## src/rtl/native_mem_ram_bridge.sv

```systemverilog
// rtl/native_mem_ram_bridge.sv - picorv32 native memory responder driving a dual-port block RAM
module native_mem_ram_bridge #(
  parameter int          AWIDTH    = 7,
  parameter logic [31:0] ADDR_BASE = 32'h0000_0000
) (
  input  logic              clk,
  input  logic              reset,
  input  logic              mem_valid,
  input  logic              mem_instr,
  input  logic [31:0]       mem_addr,
  input  logic [31:0]       mem_wdata,
  input  logic [3:0]        mem_wstrb,
  output logic              mem_ready,
  output logic [31:0]       mem_rdata,
  output logic              mem_err,
  output logic              ram_wren,
  output logic [AWIDTH-1:0] ram_wraddr,
  output logic [31:0]       ram_di,
  output logic              ram_rden,
  output logic [AWIDTH-1:0] ram_rdaddr,
  input  logic [31:0]       ram_do
);

  typedef enum logic [2:0] {IDLE, RD1, RD2, PW1, PW2, ACK} state_t;

  state_t            state, state_n;
  logic [AWIDTH-1:0] idx_q, idx_n;
  logic [31:0]       wdata_q, wdata_n;
  logic [3:0]        wstrb_q, wstrb_n;

  logic              mem_ready_n, mem_err_n, ram_wren_n, ram_rden_n;
  logic [31:0]       mem_rdata_n, ram_di_n;
  logic [AWIDTH-1:0] ram_wraddr_n, ram_rdaddr_n;

  logic [AWIDTH-1:0] idx;
  logic              in_win;
  logic              unused_ok;

  assign idx       = mem_addr[AWIDTH+1:2];
  assign in_win    = (mem_addr[31:AWIDTH+2] == ADDR_BASE[31:AWIDTH+2]);
  assign unused_ok = ^{mem_instr, mem_addr[1:0]};

  always_comb begin
    state_n      = state;
    idx_n        = idx_q;
    wdata_n      = wdata_q;
    wstrb_n      = wstrb_q;
    mem_ready_n  = 1'b0;
    mem_err_n    = 1'b0;
    ram_wren_n   = 1'b0;
    ram_rden_n   = 1'b0;
    mem_rdata_n  = mem_rdata;
    ram_di_n     = ram_di;
    ram_wraddr_n = ram_wraddr;
    ram_rdaddr_n = ram_rdaddr;
    case (state)
      IDLE: begin
        // mem_ready is still high in the CPU's view during the turnaround cycle
        if (mem_valid && !mem_ready) begin
          idx_n   = idx;
          wdata_n = mem_wdata;
          wstrb_n = mem_wstrb;
          if (!in_win) begin
            mem_ready_n = 1'b1;
            mem_err_n   = 1'b1;
            mem_rdata_n = 32'h0;
            state_n     = ACK;
          end else if (mem_wstrb == 4'h0) begin
            ram_rden_n   = 1'b1;
            ram_rdaddr_n = idx;
            state_n      = RD1;
          end else if (mem_wstrb == 4'hF) begin
            ram_wren_n   = 1'b1;
            ram_wraddr_n = idx;
            ram_di_n     = mem_wdata;
            mem_ready_n  = 1'b1;
            state_n      = ACK;
          end else begin
            ram_rden_n   = 1'b1;
            ram_rdaddr_n = idx;
            state_n      = PW1;
          end
        end
      end
      RD1: state_n = RD2;
      RD2: begin
        mem_rdata_n = ram_do;
        mem_ready_n = 1'b1;
        state_n     = ACK;
      end
      PW1: state_n = PW2;
      PW2: begin
        for (int i = 0; i < 4; i++)
          ram_di_n[8*i +: 8] = wstrb_q[i] ? wdata_q[8*i +: 8] : ram_do[8*i +: 8];
        ram_wren_n   = 1'b1;
        ram_wraddr_n = idx_q;
        mem_ready_n  = 1'b1;
        state_n      = ACK;
      end
      ACK:     state_n = IDLE;
      default: state_n = IDLE;
    endcase
  end

  always_ff @(posedge clk) begin
    if (reset) begin
      state      <= IDLE;
      idx_q      <= '0;
      wdata_q    <= 32'h0;
      wstrb_q    <= 4'h0;
      mem_ready  <= 1'b0;
      mem_err    <= 1'b0;
      ram_wren   <= 1'b0;
      ram_rden   <= 1'b0;
      mem_rdata  <= 32'h0;
      ram_di     <= 32'h0;
      ram_wraddr <= '0;
      ram_rdaddr <= '0;
    end else begin
      state      <= state_n;
      idx_q      <= idx_n;
      wdata_q    <= wdata_n;
      wstrb_q    <= wstrb_n;
      mem_ready  <= mem_ready_n;
      mem_err    <= mem_err_n;
      ram_wren   <= ram_wren_n;
      ram_rden   <= ram_rden_n;
      mem_rdata  <= mem_rdata_n;
      ram_di     <= ram_di_n;
      ram_wraddr <= ram_wraddr_n;
      ram_rdaddr <= ram_rdaddr_n;
    end
  end

endmodule

```

## config.mk

```make
export PLATFORM = sky130hd
export DESIGN_NAME = native_mem_ram_bridge
export DESIGN_NICKNAME = d
export VERILOG_FILES = /design/src/rtl/native_mem_ram_bridge.sv
export SDC_FILE = /design/constraint.sdc
export NUM_CORES = 1
export LEC_CHECK = 0
export ABC_CLOCK_PERIOD_IN_PS = 2900
export BUFFER_PORTS_ARGS = -buffer_cell sky130_fd_sc_hd__buf_2
export CAP_MARGIN = 25
export CORE_MARGIN = 5
export CORE_UTILIZATION = 51
export DETAILED_ROUTE_END_ITERATION = 10
export PLACE_DENSITY = 0.8
export REMOVE_ABC_BUFFERS = 1
export SLEW_MARGIN = 20
export SYNTH_ARGS = -nofsm -noshare
export SYNTH_HDL_FRONTEND = slang
export SYNTH_SLANG_ARGS = --single-unit
```

## constraint.sdc

```tcl
create_clock -name clk -period 2.9 [get_ports clk]
set_clock_uncertainty 0.15 [all_clocks]
set_input_delay 0.87 -clock clk [delete_from_list [all_inputs] [get_ports clk]]
set_output_delay 0.87 -clock clk [all_outputs]
set_load 0.005 [all_outputs]
```

==> results.toml <==
[global_route]
initial_antenna_violation_count = 0
grt_first_pass_wirelength_um = 32800
first_global_vias = 6576
maximum_number_of_pins_on_one_net_before_global_route_repair = 41
globalRoute.totalOverflow = 0
overall_routing_resource_usage_pct = 28.2

[critical_path]
timing.critical_path.max_delay_family = "compound AO/OA/AOI/OAI gates"
worst-path-buf-inv = 1
critical_path_depth = 5
worstRegToRegCells = 5
reg2reg_slack_ns = 0.36
timing.critical_path.to = "ram_di[18]"
setup.worst_path.start_class = "flip-flop"
crit_path_end_kind = "flip-flop"
worst_setup_path_startpoint = "state[1]"
crit_path_max_incr_delay_ns = 0.63
wp_data_required_ns = 3.08
crit_path_top_delay_cell = "a21o_1"
path_class = "flip-flop to flip-flop"
maximum_fanout_along_the_worst_path = 23
worst-endpoint-arrival_ns = 2.72
worstReg2RegStart = "state[1]"
critical_path.cell_chain = "or2_2, a21o_1, buf_12, a31oi_1, o211ai_1"
reg2reg_to = "ram_di[18]"

[placed_design]
port_buffers = 182
routabilityCongestion = 0.868
preCtsSetupSlack_ns = 0.234
place_hpwl_um = 13400
placedCellCount = 975

[logic_synthesis]
ys_warn_count = 0
post_synth_num_cell_types = 41
cell_count_after_synthesis = 704
synthesis.area_per_instance_um2 = 8.58
synth.yosys.seq_area_share_pct = 42.4
synthesis.area_um2 = 6040
yosys_register_bits = 128

[layout]
layout_cell_share_with_drive_strength_beyond_1_pct = 29.9
insertedDiodeCount = 0
layoutNonFillerInstCount = 1006
layout_common_cells = "buf_2 (181), nand2_1 (142), dfxtp_1 (128), o211ai_1 (110), a21oi_1 (45)"
final_core_utilization_pct = 66.9
mostFrequentLayoutCell = "buf_2"
finish.net_count = 955
areaGrowthSynthToFinish_pct = 27.6

[clock_tree]
htree_levels = 4
numCtsBuffers = 17
tritoncts = "yes"
cts-root-buf = "clkbuf_16"
clkSinkCount = 128
cts.path.max_buffers = 2
clock_latency_ns = 0.42
ctsResizeCount = 0
hold_buffers = 0
clk_slew_on_worst_s_h_paths_ns = 0.06
post-cts-setup-buffers = 0

[timing]
finalCritPeriodShare_pct = 87.6
maxSlewViolCount = 0
max_freq_mhz = 394
timing.final.hold_violations = 0
worst-slew-pin-transition_ns = 0.981
final_critical_path_setup_slack_ns = 0.360
relSlewSlack_pct = 34.6
finalSetupViolCount = 0
unrepaired_setup_endpoints_after_global_routing = "false"
final_period_minus_worst_setup_slack_ns = 2.54

[die]
row_count = 39
fp.coreArea_um2 = 11500
floorplan.die_area_um2 = 14100
initial_core_util_pct = 52.5
die_width_um = 119
pin_count = 186
die_y_um = 119

[power]
internal-power_mw = 3.81
power.switching_mw = 1.65
p_leak_nw = 2.95
fin_total_pwr_mw = 5.46
p_sw_share_pct = 30.2
worst_ir_drop_vdd_mv = 0.374
share_clk_of_total_power_pct = 39.1
comb_power_share_pct = 22.0
power.density_cell_area_nw_per_um2 = 708
p_seq_share_pct = 38.9

[route]
wirelength_um = 20200
viasPerCell = 6.55
first_pass_iters = 9
vias = 6588
first_iter_violations = 774
drt-wirelength-per-cell_um = 20.1
drt.antenna.violating_nets = 0
drc = 0

[hold_path]
hold_path_class = "flip-flop to flip-flop"

[run]
max-cap-violations = 0

[outcome]
outcome = "finished, final reports clean"
-- cell families after synthesis --
kind of cell	Yosys count	synth area share (%)
and+or+nand+nor	208	16.2
muxes	46	7.77
buffers and inverters	86	5.72
AOI/OAI and AO/OA	235	27.8
DFF	128	42.4
xor gates and xnor gates	1	0.145
-- layer usage --
layer	track usage, %	wire (µm)	vias up
met5	0	0	-
met4	12.4	515	0
met3	7.73	2130	66
met2	45.5	9640	443
met1	35.3	7900	3109
li1	-	-	2970
-- tightest hold or removal path, cell delays in order (launching register included) --
cell	delay, ns
dfxtp_1	0.30
nand2_1	0.05
mux2i_1	0.05
-- state kept, by name, summed over array words and instances, names as in the netlist --
name,flops
state,3
ram_di,32
mem_ready,1
ram_wraddr,7
ram_wren,1
mem_rdata,32
mem_err,1
idx_q,7
ram_rdaddr,7
wstrb_q,4
wdata_q,32
ram_rden,1
-- cell usage after synthesis, drive strengths merged --
library cell  count  area [µm²]
inv               3        11.3
a21boi            1        7.51
o211ai          110         826
mux2i            39         390
nor2              3        11.3
nand2           142         533
a32o             32         320
o21ai             2        10.0
nand3             1        5.00
or3               1        6.26
and4              1        8.76
a211oi            1        7.51
nand3b            1        7.51
a21o              1        7.51
buf              15        78.8
and3              1        6.26
nor3              4        36.3
a21oi            45         225
or2               3        18.8
nand4             1        6.26
nor3b             1        12.5
o31ai             1        7.51
nand2b            1        6.26
a31oi            40         250
mux2              7        78.8
clkinv            1        3.75
nor4             41         257
and3b             1        8.76
dfxtp           128        2560
xor2              1        8.76
nor4b             6        52.6
clkbuf           67         251
a2111oi           2        17.5
-- how the worst min path moves through the flow --
stage                   from            end  slack (ns)  cells past startpoint
2_1_floorplan     wdata_q[0]     wdata_q[0]        0.28                      2
3_3_place_gp   ram_rdaddr[0]  ram_rdaddr[0]        0.29                      2
3_5_place_dp     wdata_q[23]    wdata_q[23]        0.30                      2
4_1_cts          wdata_q[23]    wdata_q[23]        0.30                      2
5_1_grt           wdata_q[7]     wdata_q[7]        0.33                      2
6_report       ram_rdaddr[1]  ram_rdaddr[1]        0.30                      2
-- power by group through the flow --
stage	Combinational [mW]	Clock, mW	Sequential, mW
2_1_floorplan	0.608	0	2.13
3_3_place_gp	1.13	0	2.14
3_5_place_dp	1.18	0	2.16
4_1_cts	1.19	2.15	2.12
5_1_grt	1.31	2.24	2.15
6_report	1.20	2.14	2.13
-- through the flow --
step,instance area (µm²),setup TNS (ns),hold slack (ns)
after detailed placement,7120,0,0.298
after floorplan,5710,-95.10,0.280
after CTS,7710,0,0.305
final,7710,0,0.304
after global routing,7710,0,0.327
after global placement,7120,0,0.289
-- cell type report --
| class | count | area, µm² |
|---|---|---|
| fill | 912 | 3810 |
| inverter | 4 | 15.0 |
| timing repair buffer | 210 | 1160 |
| clock inverter | 5 | 75.1 |
| tap | 143 | 179 |
| multi-input combinational | 490 | 3200 |
| sequential | 128 | 2560 |
| clock buffer | 26 | 519 |
Note: power is estimated with default switching activity, not from simulation.
